===== config.mk =====
export PLATFORM = sky130hd
export DESIGN_NAME = sgpr_fu_wr_queue
export DESIGN_NICKNAME = d
export VERILOG_FILES = /design/src/rtl/sgpr_pkg.sv /design/src/rtl/sgpr_wrq_fifo.sv /design/src/rtl/sgpr_fu_wr_queue.sv
export SDC_FILE = /design/constraint.sdc
export NUM_CORES = 1
export LEC_CHECK = 0
export ABC_CLOCK_PERIOD_IN_PS = 5100
export CORE_MARGIN = 5
export CORE_UTILIZATION = 45
export CTS_BUF_LIST = sky130_fd_sc_hd__clkbuf_8
export CTS_CLUSTER_SIZE = 20
export DETAILED_ROUTE_END_ITERATION = 8
export PLACE_DENSITY = 0.7
export RECOVER_POWER = 100
export SYNTH_ARGS = -nofsm -noshare
export SYNTH_HDL_FRONTEND = slang
export SYNTH_SLANG_ARGS = --single-unit

===== constraint.sdc =====
create_clock -name clk -period 5.1 [get_ports clk]
set_input_delay 1.02 -clock clk [delete_from_list [all_inputs] [get_ports clk]]
set_output_delay 1.02 -clock clk [all_outputs]
set_load 0.02 [all_outputs]

===== src/rtl/sgpr_pkg.sv =====
// Shared SGPR write-path constants and queue entry layout.
// Imported by the write-queue FIFO and its per-FU wrapper.
package sgpr_pkg;

    localparam int SGPR_ADDR_W = 9;
    localparam int SGPR_DATA_W = 64;
    localparam int WFID_W      = 6;

    typedef struct packed {
        logic [SGPR_ADDR_W-1:0] addr;
        logic [SGPR_DATA_W-1:0] data;
        logic [SGPR_DATA_W-1:0] mask;
        logic [WFID_W-1:0]      wfid;
        logic                   last;
    } sgpr_wr_entry_t;

endpackage


===== src/rtl/sgpr_wrq_fifo.sv =====
// Circular buffer of SGPR write entries with push/pop and occupancy.
// Entry storage is left unreset; only pointers and count clear.
module sgpr_wrq_fifo
    import sgpr_pkg::*;
#(
    parameter int DEPTH = 4,
    parameter int CNT_W = 3
) (
    input  logic           clk,
    input  logic           rst,
    input  logic           push,
    input  sgpr_wr_entry_t push_entry,
    input  logic           pop,
    output sgpr_wr_entry_t head,
    output logic [CNT_W-1:0] count,
    output logic           full,
    output logic           empty
);

    localparam int PTR_W = $clog2(DEPTH);

    sgpr_wr_entry_t   mem [DEPTH];
    logic [PTR_W-1:0] rd_ptr;
    logic [PTR_W-1:0] wr_ptr;
    logic             push_ok;
    logic             pop_ok;

    assign full    = (count == CNT_W'(DEPTH));
    assign empty   = (count == '0);
    assign push_ok = push & ~full;
    assign pop_ok  = pop & ~empty;
    assign head    = mem[rd_ptr];

    always_ff @(posedge clk) begin
        if (push_ok) begin
            mem[wr_ptr] <= push_entry;
        end
    end

    always_ff @(posedge clk or negedge rst) begin
        if (!rst) begin
            rd_ptr <= '0;
            wr_ptr <= '0;
            count  <= '0;
        end else begin
            if (push_ok) begin
                wr_ptr <= wr_ptr + PTR_W'(1);
            end
            if (pop_ok) begin
                rd_ptr <= rd_ptr + PTR_W'(1);
            end
            unique case ({push_ok, pop_ok})
                2'b10:   count <= count + CNT_W'(1);
                2'b01:   count <= count - CNT_W'(1);
                default: count <= count;
            endcase
        end
    end

endmodule


===== src/rtl/sgpr_fu_wr_queue.sv =====
// Per-FU SGPR write-back initiator: buffers results, requests the
// register-file port, and signals instruction completion.
module sgpr_fu_wr_queue
    import sgpr_pkg::*;
#(
    parameter int DEPTH = 4,
    parameter int CNT_W = 3
) (
    input  logic                   clk,
    input  logic                   rst,
    input  logic                   res_valid,
    output logic                   res_ready,
    input  logic [SGPR_ADDR_W-1:0] res_addr,
    input  logic [SGPR_DATA_W-1:0] res_data,
    input  logic [SGPR_DATA_W-1:0] res_mask,
    input  logic [WFID_W-1:0]      res_wfid,
    input  logic                   res_last,
    output logic                   arb_req,
    input  logic                   arb_select,
    output logic                   wr_en,
    output logic [SGPR_ADDR_W-1:0] wr_addr,
    output logic [SGPR_DATA_W-1:0] wr_data,
    output logic [SGPR_DATA_W-1:0] wr_mask,
    output logic                   instr_done,
    output logic [WFID_W-1:0]      instr_done_wfid,
    output logic [CNT_W-1:0]       occupancy,
    output logic                   err_overflow
);

    sgpr_wr_entry_t in_entry;
    sgpr_wr_entry_t head;
    logic           full;
    logic           empty;
    logic           push;

    assign in_entry = '{
        addr: res_addr,
        data: res_data,
        mask: res_mask,
        wfid: res_wfid,
        last: res_last
    };

    // No look-ahead to a same-cycle pop: a full queue refuses.
    assign res_ready = ~full;
    assign push      = res_valid & res_ready;
    assign arb_req   = ~empty;
    assign wr_en     = arb_select & ~empty;
    assign wr_addr   = empty ? '0 : head.addr;
    assign wr_data   = empty ? '0 : head.data;
    assign wr_mask   = empty ? '0 : head.mask;

    sgpr_wrq_fifo #(
        .DEPTH (DEPTH),
        .CNT_W (CNT_W)
    ) u_fifo (
        .clk        (clk),
        .rst        (rst),
        .push       (push),
        .push_entry (in_entry),
        .pop        (wr_en),
        .head       (head),
        .count      (occupancy),
        .full       (full),
        .empty      (empty)
    );

    always_ff @(posedge clk or negedge rst) begin
        if (!rst) begin
            instr_done      <= 1'b0;
            instr_done_wfid <= '0;
            err_overflow    <= 1'b0;
        end else begin
            instr_done <= wr_en & head.last;
            if (wr_en & head.last) begin
                instr_done_wfid <= head.wfid;
            end
            if (res_valid & ~res_ready) begin
                err_overflow <= 1'b1;
            end
        end
    end

endmodule


==> results of run 1 <==
==> stage by stage <==
stage | cell area [µm²] | hold slack [ps]
global route | 28000 | 479
finish | 28000 | 450
detailed placement | 26300 | 447
global placement | 26300 | 446
floorplan | 22400 | 534
CTS | 28000 | 461
==> where the power goes <==
part | total (µW) | leakage, µW | internal (µW) | switching (µW)
clock network | 3630 | 0.00100 | 1850 | 1780
logic | 6590 | 0.00284 | 3140 | 3450
registers | 6810 | 0.00545 | 6440 | 372
==> kinds of logic after synthesis <==
group / count (synthesis) / share of synthesized area [%]
simple gates: 148 / 4.14
fa+ha+maj: 6 / 0.369
buf+inv: 56 / 1.41
mux: 152 / 14.9
flops: 591 / 78.9
compound gates: 1 / 0.0335
xor+xnor: 6 / 0.235
==> worst max-delay path by stage <==
stage,from,to,cells past startpoint
after global placement,res_valid,u_fifo.mem[2][80]$_DFFE_PP_,4
after detailed placement,res_valid,u_fifo.mem[2][72]$_DFFE_PP_,4
final,u_fifo.rd_ptr[1]$_DFFE_PN0P_,wr_mask[16],4
after global routing,u_fifo.rd_ptr[1]$_DFFE_PN0P_,wr_mask[48],4
after floorplan,res_valid,u_fifo.mem[0][0]$_DFFE_PP_,2
after CTS,u_fifo.rd_ptr[0]$_DFFE_PN0P_,wr_mask[37],4
==> per-layer routing <==
| layer | routed length (µm) | vias up | global-route usage, % |
|---|---|---|---|
| met3 | 3570 | 87 | 5.54 |
| met2 | 22900 | 335 | 27.4 |
| met1 | 19400 | 5597 | 23.2 |
| met4 | 1080 | 14 | 6.13 |
| met5 | 86 | - | 0 |
| li1 | - | 4692 | - |
==> registers in the layout, indices dropped and copies added (netlist names) <==
register	count
instr_done	1
u_fifo.count	3
instr_done_wfid	6
u_fifo.rd_ptr	2
u_fifo.mem	576
err_overflow	1
u_fifo.wr_ptr	2
==> cells in the final DEF (no fill, tap or decap), types with 7 or more instances in the layout <==
master and instances:
clkdlybuf4s50_1 25, diode_2 10, dfrtp_1 13, dlygate4sd3_1 273
inv_1 42, clkinv_2 11, clkbuf_8 103, mux2_2 7
mux4_2 144, and2_1 140, clkinv_1 20, buf_12 14
edfxtp_1 576
==> final cells by class <==
type	count	area (µm²)	share of cell area (%)
Sequential cell	591	17700	63.2
Inverter	8	30.0	0.107
Tap cell	664	831	2.97
Clock buffer	103	1420	5.07
Antenna cell	10	25.0	0.0895
Clock inverter	68	282	1.01
Multi-Input combinational cell	313	4400	15.7
Timing Repair Buffer	319	3310	11.8
==> worst max-delay path, stage by stage (launching register included) <==
cell	delay, ps
dfrtp_2	1290
buf_12	370
mux4_2	340
and2_1	200
dlygate4sd3_1	660
==> impl_metrics.yaml, run 1 <==
outcome:
  outcome: "finished, violations left"
  violations: "capacitance limit, slew limit"
critical_path:
  cp-start-kind: "flop"
  crit_type: "flop to output port"
  end_kind: "output port"
  crit_arrival_ps: 3580
  r2r-start: "u_fifo.count[2]$_DFFE_PN0P_"
  critPathMaxFanout: 47
  rrSetupSlack_ps: 1020
  rr_endpoint: "u_fifo.mem[0][28]$_DFFE_PP_"
  reg2reg_depth: 4
  cp.required_ps: 4080
sta:
  finalClockSkew_ps: 22.7
  rsz0062_at_grt: "no"
  final_hold_viol_count: 0
  slew_viol_final: 139
  maxSlewHeadroom_pct: -54.6
  post-route-period-util_pct: 90.1
  max_freq_mhz: 218
  setup_slack_ps: 504
  setup_violations: 0
  min_period_ps: 4600
  worst_pin_slew_ps: 2320
  final.setup.tns_ps: 0
synthesis:
  synthTopCellsByArea: "edfxtp_1 (77%), mux4_2 (14%), and2_1 (4.0%)"
  ys_async_sr_fraction_pct: 2.54
  synth_nets: 1114
  postSynthAreaPerCell_um2: 23.3
  yosys_warnings: 0
  synthMostInstantiatedCell: "edfxtp_1"
  synth_edf_count: 576
  ys_ff_latch: 591
  syn-cell-area_um2: 22400
  yosysTopAreaCell: "edfxtp_1"
  synth_top_area_share_pct: 77.3
  ys_seq_area_share_pct: 78.9
  synth_cell_types: 24
  synth_commonest_cells: "edfxtp_1 (576), mux4_2 (144), and2_1 (142), clkbuf_1 (21), dfrtp_1 (15)"
  synthCells: 960
  ys.flop_type: "edfxtp_1"
floorplanning:
  coreArea_um2: 49100
  die-area_um2: 54300
  die-height_um: 233
  initial_core_util_pct: 45.6
  io_pins: 299
  row_count: 81
  die_w_um: 233
worst_hold_path:
  hold_path_end: "err_overflow$_DFFE_PN0P_"
  hold_depth: 1
  hold_start: "err_overflow$_DFFE_PN0P_"
  hp-class: "flop to flop"
global_routing:
  antenna_found_initial: 17
  grt_pass1_vias: 11500
  grt_overflow: 0
  grt_max_degree: 90
  grt_usage_pct: 17.4
  grt_pass1_wl_um: 71200
clock_tree:
  root_buffer: "clkbuf_8"
  cts_tree: "built"
  cts-resized-gates: 0
  clock_sinks: 591
  clock_path_buffers: 3
  cts-buffers-inserted: 95
  path_clk_slew_ps: 60
  cts_hold_buf: 0
  clkLatencyLatePin_ps: 670
  cts_setup_buffers: 0
  cts_max_level: 3
final_layout:
  nFillCells: 3699
  fin_util_pct: 57.0
  area_growth_pct: 24.9
  instances_no_fill: 2076
  drive_gt1_share_pct: 20.7
  layout.nets: 1482
pwr:
  fin_total_pwr_uw: 17000
  power.leakage_uw: 0.00929
  cellPowerDensity_nw_per_um2: 609
  peakVddDrop_v: 0.000490
placement:
  placed_cells: 1895
  port-buffer-count: 298
  place_ws_ps: 1440
  dp_hpwl_um: 27600
  gp_congestion: 0.707
route:
  vias: 10700
  initialDrtViolationCount: 665
  post_drt_wl_per_cell_um: 22.7
  dr.pass1.iters: 5
  vias_per_cell: 5.17
  final_antenna_net_count: 0
  route.detailed.drc: 0
  totalWireLength_um: 47100
flow_run:
  drv_cap: 4
Note: power is estimated with default switching activity, not from simulation.
==> inputs of run 2 (changes only) <==
- CORE_MARGIN: 5 -> 2
==> run 2 against run 1 <==
Against the previous run: the flow still finishes with violations (capacitance limit, slew limit); utilization is 0.051 points lower; clock-buffer cell count decreased by 3; register-to-register slack worse by 50 ps; sequential power fell by 1%; via count decreased by 0.29%; first-iteration DRC count down 20%; global-route usage increased by 0.48 points; critical endpoint is now wr_data[42].
==> impl_metrics.yaml, run 2 (synthesized netlist as in run 1, its figures left out) <==
floorplanning:
  coreArea_um2: 49100
  die-height_um: 227
  initial_core_util_pct: 45.6
  die_w_um: 227
  row_count: 81
  io_pins: 299
  die-area_um2: 51600
global_routing:
  grt_pass1_vias: 11600
  grt_overflow: 0
  grt_max_degree: 70
  grt_usage_pct: 17.9
  grt_pass1_wl_um: 67700
  antenna_found_initial: 14
clock_tree:
  cts-resized-gates: 0
  path_clk_slew_ps: 60
  cts_max_level: 3
  cts_setup_buffers: 0
  root_buffer: "clkbuf_8"
  cts_hold_buf: 0
  cts-buffers-inserted: 96
  clkLatencyLatePin_ps: 680
  cts_tree: "built"
  clock_sinks: 591
  clock_path_buffers: 3
final_layout:
  largest_reg_flops: 576
  top_register: "u_fifo.mem"
  mostFrequentLayoutCells: "edfxtp_1 (576), dlygate4sd3_1 (294), mux4_2 (144)"
  final_common_cell: "edfxtp_1"
  fin_area_um2: 27900
  largestRegisters: "u_fifo.mem: 576 flops, instr_done_wfid: 6 flops, u_fifo.count: 3 flops"
  area_growth_pct: 24.8
  layout.nets: 1485
  nFillCells: 3752
  drive_gt1_share_pct: 20.5
route:
  totalWireLength_um: 45700
  final_antenna_net_count: 0
  route.detailed.drc: 0
  vias: 10700
  dr.pass1.iters: 5
  post_drt_wl_per_cell_um: 22.0
  initialDrtViolationCount: 534
  vias_per_cell: 5.15
critical_path:
  r2r-start: "u_fifo.count[2]$_DFFE_PN0P_"
  crit_arrival_ps: 3520
  rr_endpoint: "u_fifo.mem[0][133]$_DFFE_PP_"
  reg2reg_depth: 5
  end_kind: "output port"
  critPathMaxFanout: 69
  crit_type: "flop to output port"
  cp.required_ps: 4080
  cpPeakStageDelay_ps: 690
  rrSetupSlack_ps: 970
  cp-start-kind: "flop"
  cp_cell_sequence: "buf_6 > mux4_2 > and2_1 > dlygate4sd3_1"
  slowest_stage: "buf_6"
placement:
  place_area_um2: 26300
  dp_hpwl_um: 26300
  port-buffer-count: 298
  place_ws_ps: 1550
  gp_congestion: 0.712
sta:
  final_hold_viol_count: 0
  max_freq_mhz: 220
  min_period_ps: 4540
  final.setup.tns_ps: 0
  setup_slack_ps: 555
  post-route-period-util_pct: 89.1
  setup_violations: 0
  slew_viol_final: 156
  worst_hold_slack_ps: 449
  finalClockSkew_ps: 41.4
  maxSlewHeadroom_pct: -68.1
  worst_pin_slew_ps: 2520
  rsz0062_at_grt: "no"
worst_hold_path:
  hold_path_end: "err_overflow$_DFFE_PN0P_"
  hold_depth: 1
  hp-class: "flop to flop"
  hold_start: "err_overflow$_DFFE_PN0P_"
flow_run:
  drv_cap: 4
pwr:
  cellPowerDensity_nw_per_um2: 607
  power.leakage_uw: 0.00930
  peakVddDrop_v: 0.000389
outcome:
  outcome: "finished, violations left"
  violations: "capacitance limit, slew limit"
-- run 2: worst max-delay path: cells and delay by family (launching register included) --
| family | cells | cell delay (ps) |
|---|---|---|
| and+or+nand+nor | 1 | 180 |
| muxes | 1 | 620 |
| DFF | 1 | 480 |
| buffers and inverters | 2 | 1360 |
-- run 2: cell type report --
class | count | area [µm²] | area share [%]
Clock buffer | 100 | 1380 | 4.93
Tap cell | 664 | 831 | 2.97
Clock inverter | 72 | 363 | 1.30
Timing Repair Buffer | 321 | 3250 | 11.6
Sequential cell | 591 | 17700 | 63.3
Antenna cell | 7 | 17.5 | 0.0627
Inverter | 8 | 30.0 | 0.107
Multi-Input combinational cell | 313 | 4400 | 15.8
-- run 2: worst max-delay path by stage --
stage,from,endpoint,slack [ps],depth (start not counted)
after floorplan,res_valid,u_fifo.mem[0][0]$_DFFE_PP_,1480,2
after global placement,u_fifo.count[0]$_DFFE_PN0P_,wr_en,1530,4
after detailed placement,u_fifo.count[0]$_DFFE_PN0P_,wr_en,1550,4
after CTS,u_fifo.count[0]$_DFFE_PN0P_,wr_en,780,4
after global routing,u_fifo.rd_ptr[0]$_DFFE_PN0P_,wr_data[23],350,4
final,u_fifo.rd_ptr[0]$_DFFE_PN0P_,wr_data[42],560,4
-- run 2: where the power goes --
| group | switching, µW | internal (µW) | leakage (µW) | total (µW) |
|---|---|---|---|---|
| registers | 270 | 6450 | 0.00545 | 6720 |
| clock network | 1770 | 1920 | 0.00103 | 3690 |
| logic | 3510 | 3030 | 0.00283 | 6540 |
-- run 2: layer usage --
metal / part of all wire, % / up-vias / track usage (%)
li1: - / 4698 / -
met1: 40 / 5592 / 22.1
met2: 50 / 311 / 29.9
met3: 7.0 / 77 / 5.23
met4: 2.1 / 16 / 6.77
met5: 0.21 / - / 0
-- run 2: per-stage QoR --
stage | total power (µW) | util (%) | std cells
after floorplan | 10900 | - | 960
after global placement | 13800 | 53.6 | 1897
after detailed placement | 13900 | 53.6 | 1897
after CTS | 17700 | 57.1 | 2069
after global routing | 17800 | 57.0 | 2073
final | 16900 | 57.0 | 2076
==> inputs of run 3 (changes only) <==
- RECOVER_POWER: 100 -> 25
- SYNTH_HIERARCHICAL: default -> 1
==> run 3 against run 2 <==
Against the previous run: the flow now finishes without violations; via count about the same; global-route usage about the same; critical path type unchanged; critical path depth unchanged; critical endpoint is now wr_data[63].
==> impl_metrics.yaml, run 3 <==
final_layout:
  mostFrequentLayoutCells: "edfxtp_1 (576), clkdlybuf4s50_1 (207), mux4_2 (144)"
  instances_no_fill: 2079
  top_register: "u_fifo/mem"
  fin_util_pct: 57.1
  fin_area_um2: 28100
  final_common_cell: "edfxtp_1"
  layout.nets: 1494
  nFillCells: 3692
  largestRegisters: "u_fifo/mem: 576 flops, instr_done_wfid: 6 flops, u_fifo/count: 3 flops"
  area_growth_pct: 24.9
  drive_gt1_share_pct: 21.1
  largest_reg_flops: 576
clock_tree:
  cts_tree: "built"
  clock_path_buffers: 3
  cts-buffers-inserted: 94
  cts_hold_buf: 0
  cts-resized-gates: 0
  clkLatencyLatePin_ps: 660
  cts_max_level: 3
  root_buffer: "clkbuf_8"
  cts_setup_buffers: 0
  clock_sinks: 591
  path_clk_slew_ps: 60
global_routing:
  grt_pass1_wl_um: 68100
  antenna_found_initial: 10
  grt_max_degree: 82
  grt_usage_pct: 17.9
  grt_overflow: 0
  grt_pass1_vias: 11600
synthesis:
  synth_commonest_cells: "edfxtp_1 (576), mux4_2 (144), nor2b_1 (136), buf_4 (18), buf_2 (16)"
  syn-cell-area_um2: 22500
  ys_ff_latch: 591
  yosysTopAreaCell: "edfxtp_1"
  synth-simple-area-share_pct: 4.23
  synth_nets: 1116
  yosys_warnings: 6
  synth_compound_area_share_pct: 0.0779
  synth_top_family_by_area: "multiplexers"
  synthXorXnorAreaFrac_pct: 0.234
  ys_async_sr_fraction_pct: 2.54
  ys_seq_area_share_pct: 78.6
  synthCells: 962
  ys.flop_type: "edfxtp_1"
  synth_mux_area_share_pct: 14.8
  synth_cell_types: 25
  postSynthAreaPerCell_um2: 23.4
  synth_top_area_share_pct: 77.0
  synthTopCellsByArea: "edfxtp_1 (77%), mux4_2 (14%), nor2b_1 (3.8%)"
  synth_fa_ha_area_share_pct: 0.367
  synthMostInstantiatedCell: "edfxtp_1"
  synth_edf_count: 576
route:
  initialDrtViolationCount: 578
  vias: 10700
  vias_per_cell: 5.15
  post_drt_wl_per_cell_um: 21.9
  totalWireLength_um: 45600
  dr.pass1.iters: 5
  final_antenna_net_count: 0
  route.detailed.drc: 0
worst_hold_path:
  hold_depth: 1
  hp-class: "flop to flop"
critical_path:
  cp.required_ps: 4080
  cp-start-kind: "flop"
  critPathMaxFanout: 34
  reg2reg_depth: 5
  cpPeakStageDelay_ps: 940
  cp_cell_sequence: "buf_4 > mux4_2 > nor2b_1 > clkdlybuf4s50_1"
  slowest_stage: "dfrtp_4"
  crit_arrival_ps: 3280
  crit_type: "flop to output port"
  end_kind: "output port"
floorplanning:
  die_w_um: 227
  io_pins: 299
  die-height_um: 227
  die-area_um2: 51700
  row_count: 81
  coreArea_um2: 49200
  initial_core_util_pct: 45.7
sta:
  setup_violations: 0
  max_freq_mhz: 233
  slew_viol_final: 0
  worst_pin_slew_ps: 801
  final_hold_viol_count: 0
  finalClockSkew_ps: 14.7
  rsz0062_at_grt: "no"
  min_period_ps: 4300
  final.setup.tns_ps: 0
  post-route-period-util_pct: 84.2
  maxSlewHeadroom_pct: 46.6
pwr:
  pwr-share-clk_pct: 20.4
  combPwrFrac_pct: 40.3
  cellPowerDensity_nw_per_um2: 616
  peakVddDrop_v: 0.000449
  p_int_uw: 11700
  power.leakage_uw: 0.00929
  p_switching_uw: 5610
  p_sw_share_pct: 32.4
  seq_power_share_pct: 39.3
placement:
  placed_cells: 1908
  dp_hpwl_um: 27400
  port-buffer-count: 298
  place_area_um2: 26400
  gp_congestion: 0.730
outcome:
  outcome: "finished clean"
flow_run:
  drv_cap: 0
==> run 3: cell count changes after synthesis, sizes merged, moves of 2 or more <==
cell,before,now
and2,142,4
nor2b,1,136
clkbuf,21,3
buf,27,44
and2b,0,4
nand3,2,0
==> run 3: final timing paths <==
kind                       slack [ps]                      endpoint                         start
max in group asynchronous        3750  u_fifo/rd_ptr[1]$_DFFE_PN0P_                           rst
min in group asynchronous         810      err_overflow$_DFFE_PN0P_                           rst
setup reg to reg                 2370  u_fifo/mem[2][129]$_DFFE_PP_   u_fifo/count[2]$_DFFE_PN0P_
hold / removal                    460      err_overflow$_DFFE_PN0P_      err_overflow$_DFFE_PN0P_
hold reg to reg                   460      err_overflow$_DFFE_PN0P_      err_overflow$_DFFE_PN0P_
setup / recovery                  800                   wr_data[63]  u_fifo/rd_ptr[0]$_DFFE_PN0P_
==> run 3: critical path: cells and delay by family, from the launching register on <==
family | cells | cell delay, ps
buffers and inverters | 2 | 960
flip-flops | 1 | 940
multiplexers | 1 | 540
AND/OR/NAND/NOR | 1 | 170
==> run 3: power groups by stage <==
stage | combinational, µW | sequential, µW | clock [µW]
after global routing | 7430 | 6900 | 3860
after floorplan | 4220 | 6800 | 0
final | 6960 | 6800 | 3520
after CTS | 7140 | 6830 | 3650
after global placement | 7100 | 6870 | 0
after detailed placement | 7110 | 6930 | 0
==> run 3: per-layer routing <==
metal	GRT usage [%]	vias to the layer above	routed length, µm
met4	6.62	10	897
met3	5.52	72	3500
li1	-	4719	-
met5	0	-	57
met2	29.1	329	22800
met1	22.8	5574	18300
==> run 3: cell families (layout without fill, tap and decap cells) <==
logic type | Yosys count | in the layout
compound gates | 2 | 2
xor+xnor | 6 | 6
fa+ha+maj | 6 | 6
buf+inv | 56 | 503
flops | 591 | 591
mux | 152 | 152
other cells | 0 | 6
simple gates | 149 | 149
==> run 3: layout make-up <==
class | instances | area [µm²] | area share (%)
timing repair buffer | 329 | 3420 | 12.2
clock inverter | 64 | 256 | 0.914
sequential | 591 | 17700 | 63.0
antenna | 6 | 15.0 | 0.0535
clock buffer | 101 | 1390 | 4.95
multi-input combinational | 315 | 4450 | 15.8
tap | 664 | 831 | 2.96
inverter | 9 | 33.8 | 0.120
==> run 3: metrics by stage <==
step | power (µW) | setup WS (ps) | hold slack, ps
after floorplan | 11000 | 1380 | 534
after global placement | 14000 | 1440 | 446
after detailed placement | 14000 | 1390 | 448
after CTS | 17600 | 626 | 466
after global routing | 18200 | 569 | 485
final | 17300 | 805 | 458
